File: src/rtl/rgb_fade_pkg.sv
// Shared types and helpers for the rgb_fade_pwm LED driver.
// Optional build macro RGB_FADE_GAMMA_EN selects the square-law duty mapping.
package rgb_fade_pkg;

    typedef enum logic {
        IDLE = 1'b0,
        FADE = 1'b1
    } fade_state_t;

    localparam int CH_R   = 0;
    localparam int CH_G   = 1;
    localparam int CH_B   = 2;
    localparam int NUM_CH = 3;

    // Square-law perceptual mapping: (v*v) >> shift, for duty widths up to 16 bits.
    function automatic logic [15:0] gamma_sq(input logic [15:0] v, input int unsigned shift);
        logic [31:0] p;
        p = {16'd0, v} * {16'd0, v};
        p = p >> shift;
        return p[15:0];
    endfunction

endpackage

File: src/rtl/rgb_fade_pwm_channel.sv
// One LED channel: current/target duty, saturating fade step, optional gamma and
// the registered PWM compare. Optional build macro: RGB_FADE_GAMMA_EN.
module fade_channel
    import rgb_fade_pkg::*;
#(
    parameter int PWM_W = 8,
    parameter int STEP  = 1
) (
    input  logic             i_clk,
    input  logic             i_rst_n,
    input  logic             i_pe,
    input  logic             i_load,
    input  logic             i_en,
    input  logic [PWM_W-1:0] i_pend,
    input  logic [PWM_W-1:0] i_pwm_cnt,
    output logic             o_led,
    output logic [PWM_W-1:0] o_cur,
    output logic [PWM_W-1:0] o_tgt,
    output logic [PWM_W-1:0] o_cur_nxt,
    output logic [PWM_W-1:0] o_tgt_nxt
);

    localparam logic [PWM_W:0] STEP_X = (PWM_W+1)'(STEP);

    logic [PWM_W-1:0] r_cur;
    logic [PWM_W-1:0] r_tgt;
    logic             r_led;
    logic [PWM_W-1:0] w_cur_nxt;
    logic [PWM_W-1:0] w_tgt_nxt;
    logic [PWM_W:0]   w_up;
    logic [PWM_W:0]   w_gap;
    logic [PWM_W-1:0] w_duty;

    // One extra bit keeps the sums and gaps free of wrap so the step saturates at tgt.
    assign w_up  = {1'b0, r_cur} + STEP_X;
    assign w_gap = {1'b0, r_cur} - {1'b0, r_tgt};

    always_comb begin
        w_cur_nxt = r_cur;
        w_tgt_nxt = r_tgt;
        if (i_pe && i_en) begin
            if (r_cur < r_tgt) begin
                w_cur_nxt = (w_up > {1'b0, r_tgt}) ? r_tgt : w_up[PWM_W-1:0];
            end else if (r_cur > r_tgt) begin
                w_cur_nxt = (w_gap > STEP_X) ? (r_cur - STEP_X[PWM_W-1:0]) : r_tgt;
            end
        end
        if (i_pe && i_load) begin
            w_tgt_nxt = i_pend;
        end
    end

`ifdef RGB_FADE_GAMMA_EN
    assign w_duty = PWM_W'(gamma_sq(16'(r_cur), PWM_W));
`else
    assign w_duty = r_cur;
`endif

    always_ff @(posedge i_clk or negedge i_rst_n) begin
        if (!i_rst_n) begin
            r_cur <= '0;
            r_tgt <= '0;
            r_led <= 1'b0;
        end else begin
            r_cur <= w_cur_nxt;
            r_tgt <= w_tgt_nxt;
            r_led <= (i_pwm_cnt < w_duty);
        end
    end

    assign o_led     = r_led;
    assign o_cur     = r_cur;
    assign o_tgt     = r_tgt;
    assign o_cur_nxt = w_cur_nxt;
    assign o_tgt_nxt = w_tgt_nxt;

endmodule

File: src/rtl/rgb_fade_pwm.sv
// Three-channel fading PWM LED driver: prescaler, PWM counter, pending target buffer,
// valid/ready intake and the fade FSM. Optional build macro: RGB_FADE_GAMMA_EN.
module rgb_fade_pwm
    import rgb_fade_pkg::*;
#(
    parameter int PWM_W   = 8,
    parameter int PRESC_W = 4,
    parameter int STEP    = 1
) (
    input  logic             i_clk,
    input  logic             i_rst_n,
    input  logic             i_valid,
    output logic             o_ready,
    input  logic [PWM_W-1:0] i_r,
    input  logic [PWM_W-1:0] i_g,
    input  logic [PWM_W-1:0] i_b,
    output logic             o_led_r,
    output logic             o_led_g,
    output logic             o_led_b,
    output logic             o_busy,
    output fade_state_t      o_state
);

    // Handshake: a triple transfers on any clock edge where i_valid && o_ready.
    // o_ready is a plain register (== !full), so it never depends on i_valid.

    logic [PRESC_W-1:0] r_presc;
    logic [PWM_W-1:0]   r_pwm_cnt;
    logic               r_full;
    logic               r_ready;
    logic [PWM_W-1:0]   r_pend [NUM_CH];
    fade_state_t        r_state;
    fade_state_t        w_state_nxt;

    logic               w_tick;
    logic               w_pe;
    logic               w_accept;
    logic               w_full_nxt;
    logic [PWM_W-1:0]   w_in      [NUM_CH];
    logic [PWM_W-1:0]   w_cur     [NUM_CH];
    logic [PWM_W-1:0]   w_tgt     [NUM_CH];
    logic [PWM_W-1:0]   w_cur_nxt [NUM_CH];
    logic [PWM_W-1:0]   w_tgt_nxt [NUM_CH];
    logic [NUM_CH-1:0]  w_led;
    logic [NUM_CH-1:0]  w_eq;
    logic [NUM_CH-1:0]  w_eq_nxt;
    logic               w_any_diff;
    logic               w_all_eq_nxt;

    assign w_tick   = &r_presc;
    assign w_pe     = w_tick && (&r_pwm_cnt);
    assign w_accept = i_valid && r_ready;

    assign w_in[CH_R] = i_r;
    assign w_in[CH_G] = i_g;
    assign w_in[CH_B] = i_b;

    always_ff @(posedge i_clk or negedge i_rst_n) begin
        if (!i_rst_n) begin
            r_presc   <= '0;
            r_pwm_cnt <= '0;
        end else begin
            r_presc <= r_presc + PRESC_W'(1);
            if (w_tick) begin
                r_pwm_cnt <= r_pwm_cnt + PWM_W'(1);
            end
        end
    end

    // The period end drains the buffer; an accept can only occur while it is empty.
    assign w_full_nxt = (w_pe && r_full) ? 1'b0 : (w_accept ? 1'b1 : r_full);

    always_ff @(posedge i_clk or negedge i_rst_n) begin
        if (!i_rst_n) begin
            r_full  <= 1'b0;
            r_ready <= 1'b1;
            for (int i = 0; i < NUM_CH; i++) begin
                r_pend[i] <= '0;
            end
        end else begin
            r_full  <= w_full_nxt;
            r_ready <= !w_full_nxt;
            if (w_accept) begin
                for (int i = 0; i < NUM_CH; i++) begin
                    r_pend[i] <= w_in[i];
                end
            end
        end
    end

    for (genvar gi = 0; gi < NUM_CH; gi++) begin : g_ch
        fade_channel #(
            .PWM_W (PWM_W),
            .STEP  (STEP)
        ) u_ch (
            .i_clk     (i_clk),
            .i_rst_n   (i_rst_n),
            .i_pe      (w_pe),
            .i_load    (r_full),
            .i_en      (r_state == FADE),
            .i_pend    (r_pend[gi]),
            .i_pwm_cnt (r_pwm_cnt),
            .o_led     (w_led[gi]),
            .o_cur     (w_cur[gi]),
            .o_tgt     (w_tgt[gi]),
            .o_cur_nxt (w_cur_nxt[gi]),
            .o_tgt_nxt (w_tgt_nxt[gi])
        );

        assign w_eq[gi]     = (w_cur[gi] == w_tgt[gi]);
        assign w_eq_nxt[gi] = (w_cur_nxt[gi] == w_tgt_nxt[gi]);
    end

    assign w_any_diff   = ~&w_eq;
    assign w_all_eq_nxt = &w_eq_nxt;

    always_ff @(posedge i_clk or negedge i_rst_n) begin
        if (!i_rst_n) begin
            r_state <= IDLE;
        end else begin
            r_state <= w_state_nxt;
        end
    end

    // Leaving FADE looks at post-edge values so busy drops right after the settling pe.
    always_comb begin
        w_state_nxt = r_state;
        case (r_state)
            IDLE: if (r_full || w_any_diff) w_state_nxt = FADE;
            FADE: if (w_pe && !w_full_nxt && w_all_eq_nxt) w_state_nxt = IDLE;
            default: w_state_nxt = IDLE;
        endcase
    end

    assign o_ready = r_ready;
    assign o_busy  = r_full || (r_state == FADE);
    assign o_state = r_state;
    assign o_led_r = w_led[CH_R];
    assign o_led_g = w_led[CH_G];
    assign o_led_b = w_led[CH_B];

endmodule
File: config.mk
export PLATFORM = sky130hd
export DESIGN_NAME = rgb_fade_pwm
export DESIGN_NICKNAME = d
export VERILOG_FILES = /design/src/rtl/rgb_fade_pkg.sv /design/src/rtl/rgb_fade_pwm_channel.sv /design/src/rtl/rgb_fade_pwm.sv
export SDC_FILE = /design/constraint.sdc
export NUM_CORES = 1
export LEC_CHECK = 0
export CAP_MARGIN = 20
export CORE_AREA = 4 4 116 118
export DETAILED_ROUTE_END_ITERATION = 10
export DIE_AREA = 0 0 120 122
export PLACE_DENSITY = 0.91
export SLEW_MARGIN = 25
export SYNTH_ARGS = -nofsm -noshare
export SYNTH_HDL_FRONTEND = slang
export SYNTH_HIERARCHICAL = 1
export SYNTH_SLANG_ARGS = --single-unit
File: constraint.sdc
create_clock -name i_clk -period 10.6 [get_ports i_clk]
set_clock_uncertainty 0.05 [all_clocks]
set_input_delay 2.12 -clock i_clk [delete_from_list [all_inputs] [get_ports i_clk]]
set_output_delay 2.12 -clock i_clk [all_outputs]
set_load 0.03 [all_outputs]
==> results.ini, run 1 <==
[grt]
globalRouteOverflowTotal=0
grt_pass1_wl_um=33800
antenna_found_initial=0
first_global_vias=6681
grt_usage_pct=28.9
grt_max_degree=69

[worst_setup_path]
worst_path_largest_cell_delay_ns=0.58
crit_type=reg -> reg
endpoint_kind=register
cp-start-kind=register
required_ns=10.77
crit_chain=inv_2 > nor4_1 > nand2_1 > xnor2_1 > ha_1 > a2111oi_0 > o21ai_0 > o221ai_1 > o31ai_4 > mux2_2 > o22ai_1 > a21oi_1 > xnor2_1 > nand4_1 > or4_1 > nor3_2 > a21oi_1
arrival_ns=4.93
critical_path.top_delay_family=compound AO/OA/AOI/OAI gates
worstPathMaxFanout=10
cp_num_buf_inv=1
crit_path_top_delay_cell=dfrtp_1

[yosys]
syn-num-nets=950
ys_ff_latch=90
synth_area_um2=7910
netlist_instances=843
synth_warnings=6
avgSynthCellArea_um2=9.39
async_flop_share_pct=100
ys_seq_area_share_pct=28.5
ys.flop_type=dfrtp_1
synth_edf_count=0
synthDistinctLibCells=75

[clock_network]
cts.repair.resized=0
post_cts_buffers=0
htree_levels=3
cts_hold_buf=0
cts_buffer_depth=2
cts_tree=built
clock_latency_ns=0.34
cts.clk_slew.worst_paths_ns=0.06
cts-root-buf=clkbuf_16
cts.sinks=90
cts-buffers-inserted=9

[die]
dieArea_um2=14600
row_count=41
start_util_pct=63.5
ios=33
coreArea_um2=12500
fp.dieW_um=120
die_h_um=122

[cells_and_area]
drive_above_1_share_pct=12.2
finalNetCount=970
fill_cells=966
regArea_um2=2250
antenna_cells=0
most-common-layout-cells=dfrtp_1 (89), ha_1 (77), mux2_2 (61)
final_common_cell=dfrtp_1
area_growth_pct=8.82
multi_input_area_um2=5270
postLayoutCoreUtil_pct=69.1
finalInstanceArea_um2=8610

[drt]
drc=0
routed_via_density=6.56
drt_wl_total_um=20500
drtPass1Iterations=6
postRouteAntennaNets=0
drt_iter0_drc=658
num_vias=6825
wl_per_cell_um=19.7

[job]
maxCapViolCount=0

[sta]
rsz0062_at_grt=no
final_max_slew_viol_count=0
slew_headroom_pct=43.3
final-hold-violation-count=0
setup_viol=0
finalWorstSetupSlack_ns=5.84
max_freq_mhz=210
fin_crit_ns=4.76
fin_crit_sh_pct=44.9
worst_slew_pin_slew_ns=0.850
setup_tns_ns=0

[placement]
gp_congestion=1.07
dpl.hpwl_um=15400
dp_slack_ns=6.00
postPlaceCellArea_um2=8300
io_buffer_count=32

[pwr]
finalPower_uw=844
power_per_cell_area_nw_per_um2=98.0
peakVddDrop_uv=105
p_leak_uw=0.00400

[run_status]
outcome=completed

[hold_path]
hold_path_class=reg -> reg

-- cells by family (layout without fill, tap and decap cells) --
kind of cell / after synthesis / after routing / synth area share, %
XOR/XNOR: 85 / 85 / 9.41
buffers and inverters: 87 / 112 / 4.95
multiplexers: 70 / 70 / 9.82
AND/OR/NAND/NOR: 226 / 226 / 15.4
flip-flops: 90 / 90 / 28.5
AO/OA/AOI/OAI: 205 / 205 / 19.1
adder cells (fa/ha/maj): 80 / 80 / 12.9
-- cell usage after synthesis, drive strengths merged (3+ instances only) --
library cell / instances / share of area (%)
inv: 61 / 2.9
nor2b: 11 / 0.87
o211ai: 6 / 0.57
a2111oi: 4 / 0.44
or3: 6 / 0.47
o21ai: 24 / 1.5
nor4: 15 / 1.6
mux2: 61 / 8.7
and3: 9 / 0.71
a21o: 23 / 2.2
nand3: 34 / 2.2
dfrtp: 89 / 28
a31oi: 8 / 0.98
and2: 6 / 0.47
nand2b: 7 / 0.55
ha: 77 / 12
buf: 15 / 1.5
o221ai: 8 / 0.89
o31ai: 4 / 0.73
nor3b: 4 / 0.51
a21oi: 53 / 3.4
nor3: 24 / 1.7
xor2: 38 / 4.2
o32ai: 5 / 0.55
o22ai: 13 / 1.0
mux2i: 9 / 1.1
a211oi: 13 / 1.2
o31a: 3 / 0.33
a2bb2oi: 3 / 0.33
nand2: 42 / 2.0
nor2: 44 / 2.2
nand4: 13 / 1.0
o21a: 8 / 0.76
o22a: 4 / 0.44
xnor2: 47 / 5.2
clkbuf: 9 / 0.44
fa: 3 / 0.76
a221o: 4 / 0.51
a221oi: 7 / 1.4
-- routing by layer --
| layer | routed length (µm) | vias to the layer above | GRT usage [%] |
|---|---|---|---|
| met1 | 8710 | 3287 | 38.0 |
| met2 | 9660 | 320 | 47.6 |
| met4 | 782 | 0 | 11.9 |
| li1 | - | 3148 | - |
| met5 | 0 | - | 0 |
| met3 | 1340 | 70 | 4.60 |
-- path summary, 6_finish.rpt --
check | from | endpoint | slack, ns | cells past startpoint
max | g_ch[0].u_ch/o_cur[2]$_DFF_PN0_ | o_state$_DFF_PN0_ | 5.84 | 17
min | r_presc[0]$_DFF_PN0_ | r_presc[0]$_DFF_PN0_ | 0.40 | 1
max reg2reg | g_ch[0].u_ch/o_cur[2]$_DFF_PN0_ | o_state$_DFF_PN0_ | 5.84 | 17
min reg2reg | r_presc[0]$_DFF_PN0_ | r_presc[0]$_DFF_PN0_ | 0.40 | 1
max in group asynchronous | i_rst_n | r_presc[0]$_DFF_PN0_ | 7.73 | 2
min in group asynchronous | i_rst_n | g_ch[2].u_ch/o_tgt[4]$_DFF_PN0_ | 1.61 | 1
-- stage by stage --
stage	instances	hold slack [ns]
global placement	1024	0.385
floorplan	843	0.372
detailed placement	1024	0.401
finish	1040	0.405
CTS	1040	0.411
global route	1040	0.442
-- cell type report --
class | instances | share of cell area (%)
Tap cell | 172 | 2.50
Clock inverter | 4 | 0.886
Sequential cell | 90 | 26.2
Timing Repair Buffer | 33 | 3.78
Inverter | 63 | 2.75
Clock buffer | 12 | 2.75
Multi-Input combinational cell | 666 | 61.2
-- sequential cells by signal, summed over array words and instances (netlist names) --
register         flops
g_ch.u_ch/o_cur     24
g_ch.u_ch/o_led      3
g_ch.u_ch/o_tgt     24
o_ready              1
o_state              1
r_full               1
r_pend              24
r_presc              4
r_pwm_cnt            8
-- power breakdown --
part           switching [µW]  total (µW)  internal [µW]
clock network             135         343            208
registers                30.4         423            393
logic                    28.8        78.2           49.5
total                     194         844            650
-- worst reg2reg max path, cell delays in order, from the launching register on --
cell       delay [ns]
dfrtp_1          0.58
inv_2            0.13
nor4_1           0.36
nand2_1          0.21
xnor2_1          0.23
ha_1             0.29
a2111oi_0        0.40
o21ai_0          0.17
o221ai_1         0.32
o31ai_4          0.23
mux2_2           0.28
o22ai_1          0.07
a21oi_1          0.27
xnor2_1          0.17
nand4_1          0.11
or4_1            0.53
nor3_2           0.16
a21oi_1          0.08
No activity file was read; power rests on OpenSTA's default activity.
==> run 2, diff against run 1 <==
--- a/config.mk
+++ b/config.mk
@@ -6,10 +6,10 @@
 export NUM_CORES = 1
 export LEC_CHECK = 0
 export CAP_MARGIN = 20
-export CORE_AREA = 4 4 116 118
+export CORE_AREA = 4 4 118 120
 export DETAILED_ROUTE_END_ITERATION = 10
-export DIE_AREA = 0 0 120 122
-export PLACE_DENSITY = 0.91
+export DIE_AREA = 0 0 122 124
+export PLACE_DENSITY = 0.89
 export SLEW_MARGIN = 25
 export SYNTH_ARGS = -nofsm -noshare
 export SYNTH_HDL_FRONTEND = slang
==> constraint.sdc (replaced) <==
create_clock -name i_clk -period 4.45 [get_ports i_clk]
set_clock_uncertainty 0.05 [all_clocks]
set_input_delay 0.89 -clock i_clk [delete_from_list [all_inputs] [get_ports i_clk]]
set_output_delay 0.89 -clock i_clk [all_outputs]
set_load 0.03 [all_outputs]
==> run 2 against run 1 <==
Net effect: global-route usage down 0.38 points; hold slack better by 0.030 ns; core utilization fell by 0.16 points; die area up 3.3%; largest power group unchanged; wire length rose by 4.3%; power grew 140%.
==> results.ini, run 2 (synthesis results as in run 1) <==
[clock_network]
cts-root-buf=clkbuf_16
cts-buffers-inserted=9  ; unchanged
clock_latency_ns=0.34  ; about the same
cts_buffer_depth=2  ; unchanged
cts.clk_slew.worst_paths_ns=0.06  ; about the same
htree_levels=3  ; unchanged
cts_hold_buf=0  ; unchanged
cts_tree=built
cts.sinks=90  ; unchanged

[cells_and_area]
antenna_cells=0  ; unchanged
finalNetCount=1003  ; +3.4%
final_common_cell=dfrtp_1
fill_cells=989  ; +2.4%
multi_input_area_um2=5330  ; +1.1%
most-common-layout-cells=dfrtp_1 (88), ha_1 (76), mux2_2 (61)
drive_above_1_share_pct=17.1  ; +4.9 points
regArea_um2=2250  ; about the same
finalInstanceArea_um2=8950  ; +3.9%
area_growth_pct=13.0

[sta]
max_freq_mhz=230  ; +9.3%
slew_headroom_pct=41.7  ; -1.7 points
final_max_slew_viol_count=0  ; unchanged
setup_viol=0  ; unchanged
worst_slew_pin_slew_ns=0.870  ; +0.0198 ns
setup_tns_ns=0  ; unchanged
final-hold-violation-count=0  ; unchanged
fin_crit_sh_pct=97.9  ; +53 points
fin_crit_ns=4.36  ; -0.404 ns

[grt]
globalRouteOverflowTotal=0  ; unchanged
antenna_found_initial=0  ; unchanged
first_global_vias=6845  ; +2.5%
grt_pass1_wl_um=34100  ; +0.72%
grt_usage_pct=28.5  ; -0.38 points
grt_max_degree=60  ; -13%

[drt]
drc=0  ; unchanged
num_vias=6984  ; +2.3%
drt_iter0_drc=698  ; +6.1%
drtPass1Iterations=5  ; -1
routed_via_density=6.48  ; -1.2%
drt_wl_total_um=21400  ; +4.3%
postRouteAntennaNets=0  ; unchanged
wl_per_cell_um=19.8  ; +0.72%

[worst_setup_path]
required_ns=4.62  ; -6.15 ns
cp-start-kind=register
crit_type=reg -> reg
reg2reg_depth=16  ; -1
arrival_ns=4.53  ; -0.40 ns
worstPathMaxFanout=8  ; -2
endpoint_kind=register

[placement]
io_buffer_count=32  ; unchanged
postPlaceCellArea_um2=8530  ; +2.8%
dpl.hpwl_um=16500  ; +6.6%
gp_congestion=0.962  ; -9.7%

[die]
start_util_pct=61.0  ; -2.5 points
coreArea_um2=13000  ; +4.1%
row_count=42  ; +2.4%
fp.dieW_um=122  ; +1.7%
die_h_um=124  ; +1.6%
ios=33  ; unchanged
dieArea_um2=15100  ; +3.3%

[pwr]
finalPower_uw=2040  ; +140%
peakVddDrop_uv=214  ; +100%
p_leak_uw=0.00420  ; +5.0%
power_per_cell_area_nw_per_um2=228  ; +130%

[hold_path]
hold_path_class=reg -> reg
hold_depth=1  ; unchanged

[job]
maxCapViolCount=0  ; unchanged

[run_status]
outcome=completed

-- run 2: cell types whose count changed in the layout (fill, tap and decap cells not counted), moves of 2 or more --
| cell | previous run | this run |
|---|---|---|
| buf_4 | 2 | 35 |
| clkbuf_1 | 3 | 0 |
| nor4_1 | 13 | 10 |
| nor4_2 | 0 | 3 |
| a2111oi_0 | 4 | 2 |
| inv_6 | 1 | 3 |
| o221ai_1 | 8 | 6 |
| o221ai_2 | 0 | 2 |
-- run 2: what timing repair did --
action,in CTS,in global routing
setup endpoints to repair,1,1
pin swaps,0,2
buffers inserted,0,3
resized for setup,1,13
-- run 2: per-stage QoR --
step	cells	setup slack, ns	hold slack, ns	utilization, %
floorplan	843	0.389	0.372	-
global placement	1058	0.231	0.398	65.7
detailed placement	1058	-0.0109	0.430	65.7
CTS	1074	0.0902	0.438	68.3
global route	1077	-0.148	0.468	68.9
finish	1077	0.0931	0.435	68.9
-- run 2: final cells by class --
class	instances	area share, %
Timing Repair Buffer	66	6.41
Tap cell	176	2.46
Sequential cell	90	25.2
Multi-Input combinational cell	666	59.6
Clock buffer	10	2.67
Clock inverter	6	1.06
Inverter	63	2.64
-- run 2: metal layers --
layer	wire, µm	GRT usage, %	share of wire, %	vias to the layer above
met4	728	11.9	3.4	0
met5	0	0	0	-
met3	1470	4.00	6.9	76
met1	8720	35.8	41	3363
met2	10500	49.3	49	333
li1	-	-	-	3212
-- run 2: worst paths after layout --
kind / startpoint / slack (ns) / to
min: r_presc[0]$_DFF_PN0_ / 0.44 / r_presc[0]$_DFF_PN0_
max reg2reg: g_ch[1].u_ch/o_cur[0]$_DFF_PN0_ / 0.09 / o_state$_DFF_PN0_
min reg2reg: r_presc[0]$_DFF_PN0_ / 0.44 / r_presc[0]$_DFF_PN0_
max: g_ch[1].u_ch/o_cur[0]$_DFF_PN0_ / 0.09 / o_state$_DFF_PN0_
max in group asynchronous: i_rst_n / 2.87 / o_ready$_DFF_PN1_
min in group asynchronous: i_rst_n / 0.55 / r_pend[1]$_DFFE_PN0P_
-- run 2: critical path: stages (launching register included) --
cell and delay [ns]:
dfrtp_1 0.42, ha_1 0.28, and3_1 0.26, xnor2_1 0.16
ha_1 0.21, or3_1 0.37, a221oi_1 0.21, a211oi_1 0.24
a31oi_4 0.35, mux2i_1 0.35, o21ai_0 0.15, o31a_1 0.36
xor2_1 0.16, nor4_1 0.22, nand3_1 0.20, nor3_2 0.15
a21oi_1 0.09
-- run 2: power breakdown --
part	leakage [µW]	switching, µW	total [µW]	internal (µW)
combinational	0.00287	71.1	189	118
sequential	0.00117	77.7	1010	936
clock	0.000164	325	839	514
total	0.00420	474	2040	1570
==> run 3, diff against run 2 <==
==> constraint.sdc (replaced) <==
create_clock -name i_clk -period 4.45 [get_ports i_clk]
set_clock_uncertainty 0.05 [all_clocks]
set_input_delay 0.89 -clock i_clk [delete_from_list [all_inputs] [get_ports i_clk]]
set_output_delay 0.89 -clock i_clk [all_outputs]
set_load 0.05 [all_outputs]
==> results of run 3 <==
Same layout as run 2 (identical final DEF). Status: completed.
Main changes from that run: total power 2040 µW -> 2050 µW
